## src/rtl/rr_bus_if.sv

```systemverilog
// rr_bus_if: bundle of the source-side and sink-side handshake signals of
// rr_bus_mux.
//   in_data   CHANNELS*WIDTH  source words, lane i at [i*WIDTH +: WIDTH]
//   in_valid  CHANNELS        per-source word available
//   in_ready  CHANNELS        per-source word taken this cycle (one-hot or zero)
//   force_en  1               restrict grant to channel force_sel
//   force_sel SEL_W           manual channel index (>= CHANNELS grants nothing)
//   out_data  WIDTH           registered selected word
//   out_sel   SEL_W           channel that supplied out_data
//   out_valid 1               out_data/out_sel valid
//   out_ready 1               sink accepts when out_valid & out_ready
// modport slave is the mux side, modport master is the sources/sink side.
interface rr_bus_if #(
    parameter int WIDTH    = 8,
    parameter int CHANNELS = 4,
    parameter int SEL_W    = $clog2(CHANNELS)
);
    logic [CHANNELS*WIDTH-1:0] in_data;
    logic [CHANNELS-1:0]       in_valid;
    logic [CHANNELS-1:0]       in_ready;
    logic                      force_en;
    logic [SEL_W-1:0]          force_sel;
    logic [WIDTH-1:0]          out_data;
    logic [SEL_W-1:0]          out_sel;
    logic                      out_valid;
    logic                      out_ready;

    modport slave (
        input  in_data, in_valid, force_en, force_sel, out_ready,
        output in_ready, out_data, out_sel, out_valid
    );

    modport master (
        output in_data, in_valid, force_en, force_sel, out_ready,
        input  in_ready, out_data, out_sel, out_valid
    );
endinterface

```

## src/rtl/rr_bus_mux.sv

```systemverilog
// rr_bus_mux: registered N-channel bus multiplexer with arbitration.
// One source word per transfer is selected (round-robin or fixed priority,
// optionally restricted to a forced channel) and registered onto a single
// valid/ready output channel. Full throughput: a word can be accepted and
// replaced on the same edge.
// Ports:
//   clk  - clock, all state on rising edge
//   rst  - synchronous reset, active-high
//   bus  - rr_bus_if.slave (source words/handshake in, output channel out)
// Parameters: WIDTH word width, CHANNELS source count (>=2),
//   MODE 0 = round-robin, 1 = fixed priority (channel 0 highest).
module rr_bus_mux #(
    parameter int WIDTH    = 8,
    parameter int CHANNELS = 4,
    parameter int MODE     = 0
) (
    input  logic    clk,
    input  logic    rst,
    rr_bus_if.slave bus
);
    localparam int SEL_W = $clog2(CHANNELS);

    typedef enum logic {
        EMPTY = 1'b0,
        FULL  = 1'b1
    } state_t;

    state_t              state_p1;
    state_t              state_nxt;
    logic [WIDTH-1:0]    data_p1;
    logic [SEL_W-1:0]    sel_p1;
    logic [SEL_W-1:0]    rr_ptr;

    logic                load_en;
    logic [CHANNELS-1:0] force_mask;
    logic [CHANNELS-1:0] cand;
    logic [CHANNELS-1:0] grant;
    logic                found;
    logic [SEL_W-1:0]    gidx;
    logic [WIDTH-1:0]    gword;
    logic [WIDTH-1:0]    lanes [CHANNELS];

    assign load_en = (state_p1 == EMPTY) | bus.out_ready;

    always_comb begin
        for (int i = 0; i < CHANNELS; i++) begin
            lanes[i] = bus.in_data[i*WIDTH +: WIDTH];
        end
    end

    // force_sel values beyond the last channel match no lane, so nothing is granted.
    always_comb begin
        force_mask = '0;
        for (int i = 0; i < CHANNELS; i++) begin
            if (bus.force_sel == SEL_W'(i)) begin
                force_mask[i] = 1'b1;
            end
        end
    end

    assign cand = bus.force_en ? (bus.in_valid & force_mask) : bus.in_valid;

    // Scan CHANNELS positions starting at rr_ptr (MODE 0) or at 0 (MODE 1),
    // wrapping past the last channel; first candidate seen wins.
    always_comb begin
        int               idx;
        logic [SEL_W-1:0] sidx;
        grant = '0;
        found = 1'b0;
        gidx  = '0;
        gword = '0;
        idx   = 0;
        sidx  = '0;
        for (int k = 0; k < CHANNELS; k++) begin
            idx = (MODE == 1) ? k : int'(rr_ptr) + k;
            if (idx >= CHANNELS) begin
                idx = idx - CHANNELS;
            end
            sidx = SEL_W'(idx);
            if (!found && cand[sidx]) begin
                found       = 1'b1;
                grant[sidx] = 1'b1;
                gidx        = sidx;
                gword       = lanes[sidx];
            end
        end
    end

    // Grant is only offered while the output register can load; held low in reset.
    assign bus.in_ready = (rst || !load_en) ? '0 : grant;

    always_comb begin
        state_nxt = state_p1;
        if (load_en) begin
            state_nxt = found ? FULL : EMPTY;
        end
    end

    // ---- stage p1: output register ----
    always_ff @(posedge clk) begin
        if (rst) begin
            state_p1 <= EMPTY;
        end else begin
            state_p1 <= state_nxt;
        end
    end

    always_ff @(posedge clk) begin
        if (rst) begin
            data_p1 <= '0;
            sel_p1  <= '0;
            rr_ptr  <= '0;
        end else if (load_en && found) begin
            data_p1 <= gword;
            sel_p1  <= gidx;
            // Forced transfers leave the rotation where it was.
            if (MODE == 0 && !bus.force_en) begin
                rr_ptr <= (gidx == SEL_W'(CHANNELS - 1)) ? '0 : gidx + SEL_W'(1);
            end
        end
    end

    assign bus.out_valid = (state_p1 == FULL);
    assign bus.out_data  = data_p1;
    assign bus.out_sel   = sel_p1;
endmodule

```

## src/flat_wrapper.sv

```systemverilog
// flat-port wrapper written by rule: the top's interface ports become plain ports
module rr_bus_mux_flat 
#(
    parameter int WIDTH    = 8,
    parameter int CHANNELS = 4,
    parameter int MODE     = 0
)
  (clk, rst, bus_in_data, bus_in_valid, bus_force_en, bus_force_sel, bus_out_ready, bus_in_ready, bus_out_data, bus_out_sel, bus_out_valid);
  rr_bus_if #(.WIDTH(WIDTH), .CHANNELS(CHANNELS)) bus_i ();
  input  logic clk;
  input  logic rst;
  input wire logic [$bits(bus_i.in_data)-1:0] bus_in_data;
  input wire logic [$bits(bus_i.in_valid)-1:0] bus_in_valid;
  input wire logic [$bits(bus_i.force_en)-1:0] bus_force_en;
  input wire logic [$bits(bus_i.force_sel)-1:0] bus_force_sel;
  input wire logic [$bits(bus_i.out_ready)-1:0] bus_out_ready;
  output wire logic [$bits(bus_i.in_ready)-1:0] bus_in_ready;
  output wire logic [$bits(bus_i.out_data)-1:0] bus_out_data;
  output wire logic [$bits(bus_i.out_sel)-1:0] bus_out_sel;
  output wire logic [$bits(bus_i.out_valid)-1:0] bus_out_valid;
  assign bus_i.in_data = bus_in_data;
  assign bus_i.in_valid = bus_in_valid;
  assign bus_i.force_en = bus_force_en;
  assign bus_i.force_sel = bus_force_sel;
  assign bus_i.out_ready = bus_out_ready;
  assign bus_in_ready = bus_i.in_ready;
  assign bus_out_data = bus_i.out_data;
  assign bus_out_sel = bus_i.out_sel;
  assign bus_out_valid = bus_i.out_valid;
  rr_bus_mux #(.WIDTH(WIDTH), .CHANNELS(CHANNELS), .MODE(MODE)) u_core (.clk(clk), .rst(rst), .bus(bus_i));
endmodule
```

## config.mk

```make
export PLATFORM = sky130hd
export DESIGN_NAME = rr_bus_mux_flat
export DESIGN_NICKNAME = d
export VERILOG_FILES = /design/src/rtl/rr_bus_if.sv /design/src/rtl/rr_bus_mux.sv /design/src/flat_wrapper.sv
export SDC_FILE = /design/constraint.sdc
export NUM_CORES = 1
export LEC_CHECK = 0
export CAP_MARGIN = 10
export CELL_PAD_IN_SITES_DETAIL_PLACEMENT = 0
export CELL_PAD_IN_SITES_GLOBAL_PLACEMENT = 1
export CORE_MARGIN = 2
export CORE_UTILIZATION = 37
export DETAILED_ROUTE_END_ITERATION = 7
export GPL_TIMING_DRIVEN = 0
export PLACE_DENSITY_LB_ADDON = 0.1
export SLEW_MARGIN = 20
export SYNTH_ARGS = -nofsm -noshare
export SYNTH_HDL_FRONTEND = slang
export SYNTH_SLANG_ARGS = --single-unit
```

## constraint.sdc

```tcl
create_clock -name clk -period 4.2 [get_ports clk]
set_input_delay 0.63 -clock clk [delete_from_list [all_inputs] [get_ports clk]]
set_output_delay 0.63 -clock clk [all_outputs]
set_load 0.1 [all_outputs]
```

**Word level (Yosys, flattened, before mapping)**

Index checks and enable logic that the tools add are counted.
W data, S select, Z words.

- Register bits after elaboration: 13
- Input port bits: 42
- Output and inout bits: 15
- Word-level logic and storage cells: 114

- $add $sub $neg: 8
- $lt $le $gt $ge: 16
- Equal/unequal tests: 4
- Mux-type cells: 56
- Bitwise logic cells: 11
- Reduce and logical (&&, ||, !) cells: 15

Operators by type and width:

| kind | count |
|---|---|
| $mux W8 | 12 |
| $bmux W8 S2 | 4 |
| $mux W4 | 6 |
| $ge A3 B3 Y1 const B | 7 |
| $mux W2 | 9 |
| $mux W1 | 17 |
| $lt A2 B3 Y1 const B | 4 |
| $not A2 Y3 | 4 |
| $or A4 B4 Y4 | 3 |
| $bmux W1 S2 | 4 |
| $demux W1 S2 | 4 |
| $ge A2 B1 Y1 const B | 4 |
| $logic_and A1 B1 Y1 | 8 |
| $sub A2 B1 Y2 const B | 4 |
| $add A2 B2 Y3 const B | 2 |
| $eq A2 B2 Y1 const B | 3 |
| $and A4 B4 Y4 | 1 |
| $logic_not A1 Y1 | 4 |
| $add A2 B1 Y3 const B | 1 |
| $ge A2 B3 Y1 const B | 1 |
| $add A2 B1 Y2 const B | 1 |
| $eq A2 B1 Y1 const B | 1 |
| $logic_not A2 Y1 | 1 |
| $not A1 Y1 | 2 |
| 3 further kinds | 3 |

**Longest topological paths before layout**

Gate-level depths: netlist (run 1).

- Depth in word-level cells: 18
- Mapped depth: 13

**Worst setup path after synthesis (run 1)**

Ideal clock, no wire load.

- Path kind: reg2out
- Start: reg u_core.rr_ptr[1]
- End: out bus_in_ready[1]
- Arrival time: 4.510 ns
- Data required time: 3.570 ns
- Path slack: -0.940 ns
- Stages on the path, launching flop included: 11
- Cell sequence: dfxtp_1 > clkbuf_1 > clkbuf_1 > inv_1 > ha_1 > clkbuf_1 > o2111ai_1 > a211oi_1 > clkbuf_1 > a222oi_1 > a21oi_1

- Cells in the longest elaborated chain, start to end: 15

RTL lines:

| element | RTL line | RTL |
|---|---|---|
| from (decl) | rr_bus_mux.sv:32 | `logic [SEL_W-1:0] rr_ptr;` |
| from (signal assigned) | rr_bus_mux.sv:118 | `rr_ptr <= (gidx == SEL_W'(CHANNELS - 1)) ? '0 : gidx + SEL_W'(1);` |
| parallel branches: the longest is 13 deep, another holds $add A2 B1 Y3 | n/a |  |
| $mux W4 (*) | rr_bus_mux.sv:80 | `if (!found && cand[sidx]) begin` |
| $mux W4 (*) | rr_bus_mux.sv:90 | `assign bus.in_ready = (rst \|\| !load_en) ? '0 : grant;` |
| to (decl) | flat_wrapper.sv:17 | `output wire logic [$bits(bus_i.in_ready)-1:0] bus_in_ready;` |

Mark *: on every way between the ends. The select of a mux whose other input is x is not followed.

**Final worst setup path (run 1)**

- Start: reg u_core.rr_ptr[1]
- End: out bus_in_ready[2]

The elaborated chain is that of the path after synthesis.

==> results of run 1 <==
-- power by group through the flow --
stage	logic [uW]	registers [uW]	clock network, uW
global route	1230	197	121
CTS	1160	192	112
finish	1160	192	111
floorplan	646	415	0
detailed placement	1150	194	0
global placement	1130	192	0
-- stage by stage --
step                      power (uW)  std cells  hold WS [ps]  setup WS [ps]  utilization, %
final                           1460        309           485            166            53.0
after global placement          1320        304           468          -1730            51.6
after floorplan                 1060        178           702            145               -
after global routing            1540        309           499           26.8            53.0
after CTS                       1460        308           485           5.40            52.8
after detailed placement        1340        304           477          -1730            51.6
-- worst min-delay path: cells and delay by family (launching register included) --
family | cells | cell delay (ps)
AOI/OAI and AO/OA | 1 | 60
and+or+nand+nor | 1 | 60
DFF | 1 | 320
-- repair_timing --
| item | 4_1_cts | 5_1_grt |
|---|---|---|
| hold buffers | 0 | 0 |
| resized for setup | 33 | 4 |
| buffers inserted | 0 | 1 |
| setup endpoints to repair | 14 | 4 |
| pin swaps | 1 | 2 |
-- cell families (layout without fill, tap and decap cells) --
kind of cell	after synthesis	after routing	synth area share, %
adder cells (fa/ha/maj)	8	8	5.25
buffers and inverters	19	80	4.07
flip-flops	13	13	13.6
AND/OR/NAND/NOR	44	44	11.3
multiplexers	43	43	44.9
AO/OA/AOI/OAI	51	51	20.9
-- state kept, by name (all words and copies together) (netlist names) --
name / count
u_core.bus.out_data: 8
u_core.bus.out_valid: 1
u_core.rr_ptr: 2
u_core.bus.out_sel: 2
-- synthesized netlist by cell type (all sizes together), types with 3 or more instances --
master,instances,area (um2)
nand2,18,67.6
a21oi,14,73.8
a311oi,8,70.1
nor2,9,33.8
mux2i,9,90.1
o21ai,4,20.0
nand3,3,15.0
a22o,8,70.1
inv,5,18.8
a222oi,4,40.0
buf,5,25.0
mux4,34,766
dfxtp,13,260
ha,8,100
nand2b,4,25.0
clkbuf,9,33.8
-- how the worst max path moves through the flow --
stage / depth (start not counted) / startpoint / endpoint
2_1_floorplan: 10 / u_core.rr_ptr[1] / bus_in_ready[1]
6_report: 11 / u_core.rr_ptr[1] / bus_in_ready[2]
3_5_place_dp: 11 / u_core.rr_ptr[1] / bus_in_ready[1]
5_1_grt: 11 / u_core.rr_ptr[1] / bus_in_ready[2]
3_3_place_gp: 11 / u_core.rr_ptr[1] / bus_in_ready[1]
4_1_cts: 11 / u_core.rr_ptr[1] / bus_in_ready[2]
-- area by class of cell --
| type | instances | area (um2) |
|---|---|---|
| flip-flops and latches | 13 | 262 |
| repair buffers | 57 | 558 |
| clock buffers | 3 | 41.3 |
| inverters | 5 | 18.8 |
| multi-input cells | 146 | 1620 |
| well taps | 70 | 87.6 |
| plain buffers | 14 | 81.3 |
| clock inverters | 1 | 5.00 |
| fillers | 457 | 2370 |
-- metal layers --
layer | track usage, % | vias up | routed length [um]
met5 | 0 | - | 0
met1 | 32.8 | 921 | 2700
met3 | 1.32 | 4 | 294
met4 | 6.24 | 0 | 59
met2 | 32.6 | 79 | 2920
li1 | - | 871 | -
==> flow_summary.ini, run 1 <==
[outcome]
outcome = finished, final reports clean

[critical_path]
rr_worst_depth = 13
crit_chain = clkbuf_8, clkbuf_4, inv_1, ha_1, clkbuf_4, mux4_2, nor2b_4, buf_2, a222oi_1, a21oi_4, buf_4
path_max_fanout = 10
r2r_end = u_core.rr_ptr[0]
worst-path-buf-inv = 6
critPathLaunchType = flop
slowest_stage = a222oi_1
r2r_slack_ps = 780
max_stage_delay_ps = 470
crit_arrival_ps = 3400
path_common_cell = clkbuf_4
cp-end-kind = output pin
critical-path-top-delay-family = buffers and inverters
cp.required_ps = 3570
criticalPathCategory = flop to output pin
r2r-start = u_core.rr_ptr[1]

[power_and_ir_drop]
combPwrFrac_pct = 79.3
seq_power_share_pct = 13.1
power.switching_uw = 771
irDropWorstVdd_mv = 0.295
internal-power_uw = 692
p_per_area_mw_per_mm2 = 547
p_leak_uw = 0.000918
p_clk_share_pct = 7.6
p_sw_share_pct = 52.7

[grt]
grt_pass1_vias = 1760
antenna_found_initial = 0
grt_usage_pct = 21.4
grt_max_degree = 11
grt-ovfl-total = 0
grt_pass1_wl_mm = 9.16

[finish]
layout_commonest_cell = clkdlybuf4s50_1
postLayoutCellArea_mm2 = 0.00267
layout_common_cells = 52 x clkdlybuf4s50_1, 34 x mux4_2, 18 x nand2_1, 12 x dfxtp_1
drive_above_1_share_pct = 27.6
syn_to_final_growth_pct = 40.1
n_antenna_cell = 0
final_nets = 290

[clock_network]
cts_tree = yes
numCtsBuffers = 3
cts.sinks = 13
clk_latency_ps = 240
clk_pin_slew_ps = 60
clockBufferDepth = 2
htree_levels = 1
clockRootBuffer = clkbuf_8

[logic_synthesis]
synth_nets = 228
yosysSeqAreaShare_pct = 13.6
yosysUniqueCellTypes = 34
synth-edff-count = 0
ys_ff_latch = 13
avgSynthCellArea_um2 = 10.7
async_flop_share_pct = 0
syn_inst = 178
ys.warnings.count = 0
synthesis.area_mm2 = 0.00191
synth_flop_cell = dfxtp_1

[floorplan]
core_mm2 = 0.00504
die_w_um = 75.8
die-area_mm2 = 0.00575
start_util_pct = 37.8
die_h_um = 75.8
num_rows = 26
ios = 57

[placed_design]
dpl_cell_area_mm2 = 0.00260
dp_hpwl_mm = 4.73
portBuffers = 56
gp_congestion = 0.814

[detailed_routing]
drt.antenna.violating_nets = 0
drt_pre_antenna_iters = 5
vias = 1875
drc = 0
drt-total-wl_mm = 5.97
drtIter0Drc = 140
wl_per_cell_um = 19.3
vias_per_cell = 6.07

[sta]
period_share_pct = 96.0
min_period_ps = 4030
finalMaxSlewViolations = 0
skew_ps = 4.67
setup_tns_ps = 0
worst_slew_pin_slew_ps = 966
rsz0062_at_grt = no
max_freq_ghz = 0.248
setup_viol = 0
slew_headroom_pct = 35.4
final_hold_viol_count = 0

[worst_hold_path]
hold_end = u_core.bus.out_sel[0]
hold_start = u_core.bus.out_sel[0]
hp-class = flop to flop
hold_depth = 2

[run]
drv_cap = 0
Note: power is estimated with default switching activity, not from simulation.
==> inputs of run 2 (changes only) <==
--- a/config.mk
+++ b/config.mk
@@ -13,6 +13,7 @@
 export DETAILED_ROUTE_END_ITERATION = 7
 export GPL_TIMING_DRIVEN = 0
 export PLACE_DENSITY_LB_ADDON = 0.1
+export RECOVER_POWER = 25
 export SLEW_MARGIN = 20
 export SYNTH_ARGS = -nofsm -noshare
 export SYNTH_HDL_FRONTEND = slang
==> flow_summary.ini, run 2 (synthesis gave the netlist of run 1 again) <==
[critical_path]
max_stage_delay_ps = 640
cp.required_ps = 3570
cp-end-kind = output pin
slowest_stage = clkdlybuf4s50_1
r2r_slack_ps = 790
crit_chain = clkdlybuf4s50_1, a21bo_2, and2_4, mux4_2, clkbuf_2, a222oi_1, a21oi_4, buf_4
path_max_fanout = 10
rr_worst_depth = 13
crit_arrival_ps = 3410
r2r-start = u_core.rr_ptr[1]
criticalPathCategory = input pin to output pin
r2r_end = u_core.rr_ptr[0]
critPathLaunchType = input pin

[finish]
final-seq-area_um2 = 262
fillerInstances = 457
drive_above_1_share_pct = 27.6
layout_common_cells = 45 x clkdlybuf4s50_1, 34 x mux4_2, 18 x nand2_1, 12 x dfxtp_1
syn_to_final_growth_pct = 40.1
layout_commonest_cell = clkdlybuf4s50_1
final_nets = 290
multi_input_area_mm2 = 0.00162
finish.utilization_pct = 53.0
largest_register_ff_count = 8
n_antenna_cell = 0

[floorplan]
die_w_um = 75.8
die_h_um = 75.8
start_util_pct = 37.8
core_mm2 = 0.00504
ios = 57
die-area_mm2 = 0.00575
num_rows = 26

[power_and_ir_drop]
p_per_area_mw_per_mm2 = 544
combPwrFrac_pct = 79.2
seq_power_share_pct = 13.1
fin_total_pwr_uw = 1450
irDropWorstVdd_mv = 0.285
p_sw_share_pct = 52.9
p_leak_uw = 0.000933
internal-power_uw = 684
power.switching_uw = 769
p_clk_share_pct = 7.7

[grt]
grt-ovfl-total = 0
antenna_found_initial = 0
grt_pass1_vias = 1760
grt_pass1_wl_mm = 9.16
grt_usage_pct = 21.4
grt_max_degree = 11

[clock_network]
numCtsBuffers = 3
hold_buffers = 0
clockBufferDepth = 2
clk_latency_ps = 240
cts.sinks = 13
cts_tree = yes
clk_pin_slew_ps = 60
htree_levels = 1
clockRootBuffer = clkbuf_8

[sta]
period_share_pct = 96.1
finalMaxSlewViolations = 0
setup_viol = 0
skew_ps = 5.05
min_period_ps = 4040
max_freq_ghz = 0.248
final_hold_viol_count = 0
worst_slew_pin_slew_ps = 976
slew_headroom_pct = 34.7
setup_ws_ps = 162
rsz0062_at_grt = no

[placed_design]
gp_congestion = 0.814
dp_hpwl_mm = 4.73
portBuffers = 56
dp_slack_ps = -1730

[detailed_routing]
drt-total-wl_mm = 5.98
vias_per_cell = 6.07
drt.antenna.violating_nets = 0
drtIter0Drc = 140
vias = 1877
wl_per_cell_um = 19.3
drc = 0
drt_pre_antenna_iters = 4

[worst_hold_path]
hold_end = u_core.bus.out_sel[0]
hp-class = flop to flop
hold_depth = 2
hold_start = u_core.bus.out_sel[0]

[outcome]
outcome = finished, final reports clean

[run]
drv_cap = 0
[run 2: worst max-delay path, delay by kind of cell]
family	cells	cell delay, ps
buffers and inverters	3	1160
AO/OA/AOI/OAI	3	930
multiplexers	1	530
AND/OR/NAND/NOR	1	160
[run 2: power groups by stage]
| stage | clock, uW | sequential [uW] | combinational, uW |
|---|---|---|---|
| 2_1_floorplan | 0 | 415 | 646 |
| 3_3_place_gp | 0 | 192 | 1130 |
| 3_5_place_dp | 0 | 194 | 1150 |
| 4_1_cts | 112 | 192 | 1160 |
| 5_1_grt | 121 | 196 | 1220 |
| 6_report | 111 | 191 | 1150 |
[run 2: final cells by class]
cell class / count / area share, %
buffer: 14 / 3.04
clock buffer: 3 / 1.54
clock inverter: 1 / 0.187
inverter: 5 / 0.702
multi-input combinational: 146 / 60.6
sequential: 13 / 9.78
tap: 70 / 3.28
timing repair buffer: 57 / 20.9
[run 2: worst max path at each step]
stage / from / end / slack, ps
after CTS: u_core.rr_ptr[1] / bus_in_ready[2] / 5
final: bus_force_en / bus_in_ready[2] / 160
after floorplan: u_core.rr_ptr[1] / bus_in_ready[1] / 140
after global routing: u_core.rr_ptr[1] / bus_in_ready[2] / 30
after detailed placement: u_core.rr_ptr[1] / bus_in_ready[1] / -1730
after global placement: u_core.rr_ptr[1] / bus_in_ready[1] / -1730
[run 2: per-stage QoR]
step	instances	hold slack (ps)	cell area, um2	setup TNS, ps
after global placement	304	468	2600	-6290
after global routing	309	499	2670	0
after floorplan	178	702	1950	0
after detailed placement	304	477	2600	-6580
after CTS	308	485	2660	0
final	309	487	2670	0
[run 2: repair_timing]
item	in CTS	in global routing
endpoints found under the setup margin	14	4
gates resized for setup	33	4
buffers inserted	0	1
pin swaps	1	2
cloned	0	0
[run 2: per-layer routing]
layer / GRT usage, % / routed length [um]
met5: 0 / 0
met4: 6.24 / 58
met3: 1.32 / 368
met2: 32.6 / 2900
met1: 32.8 / 2650
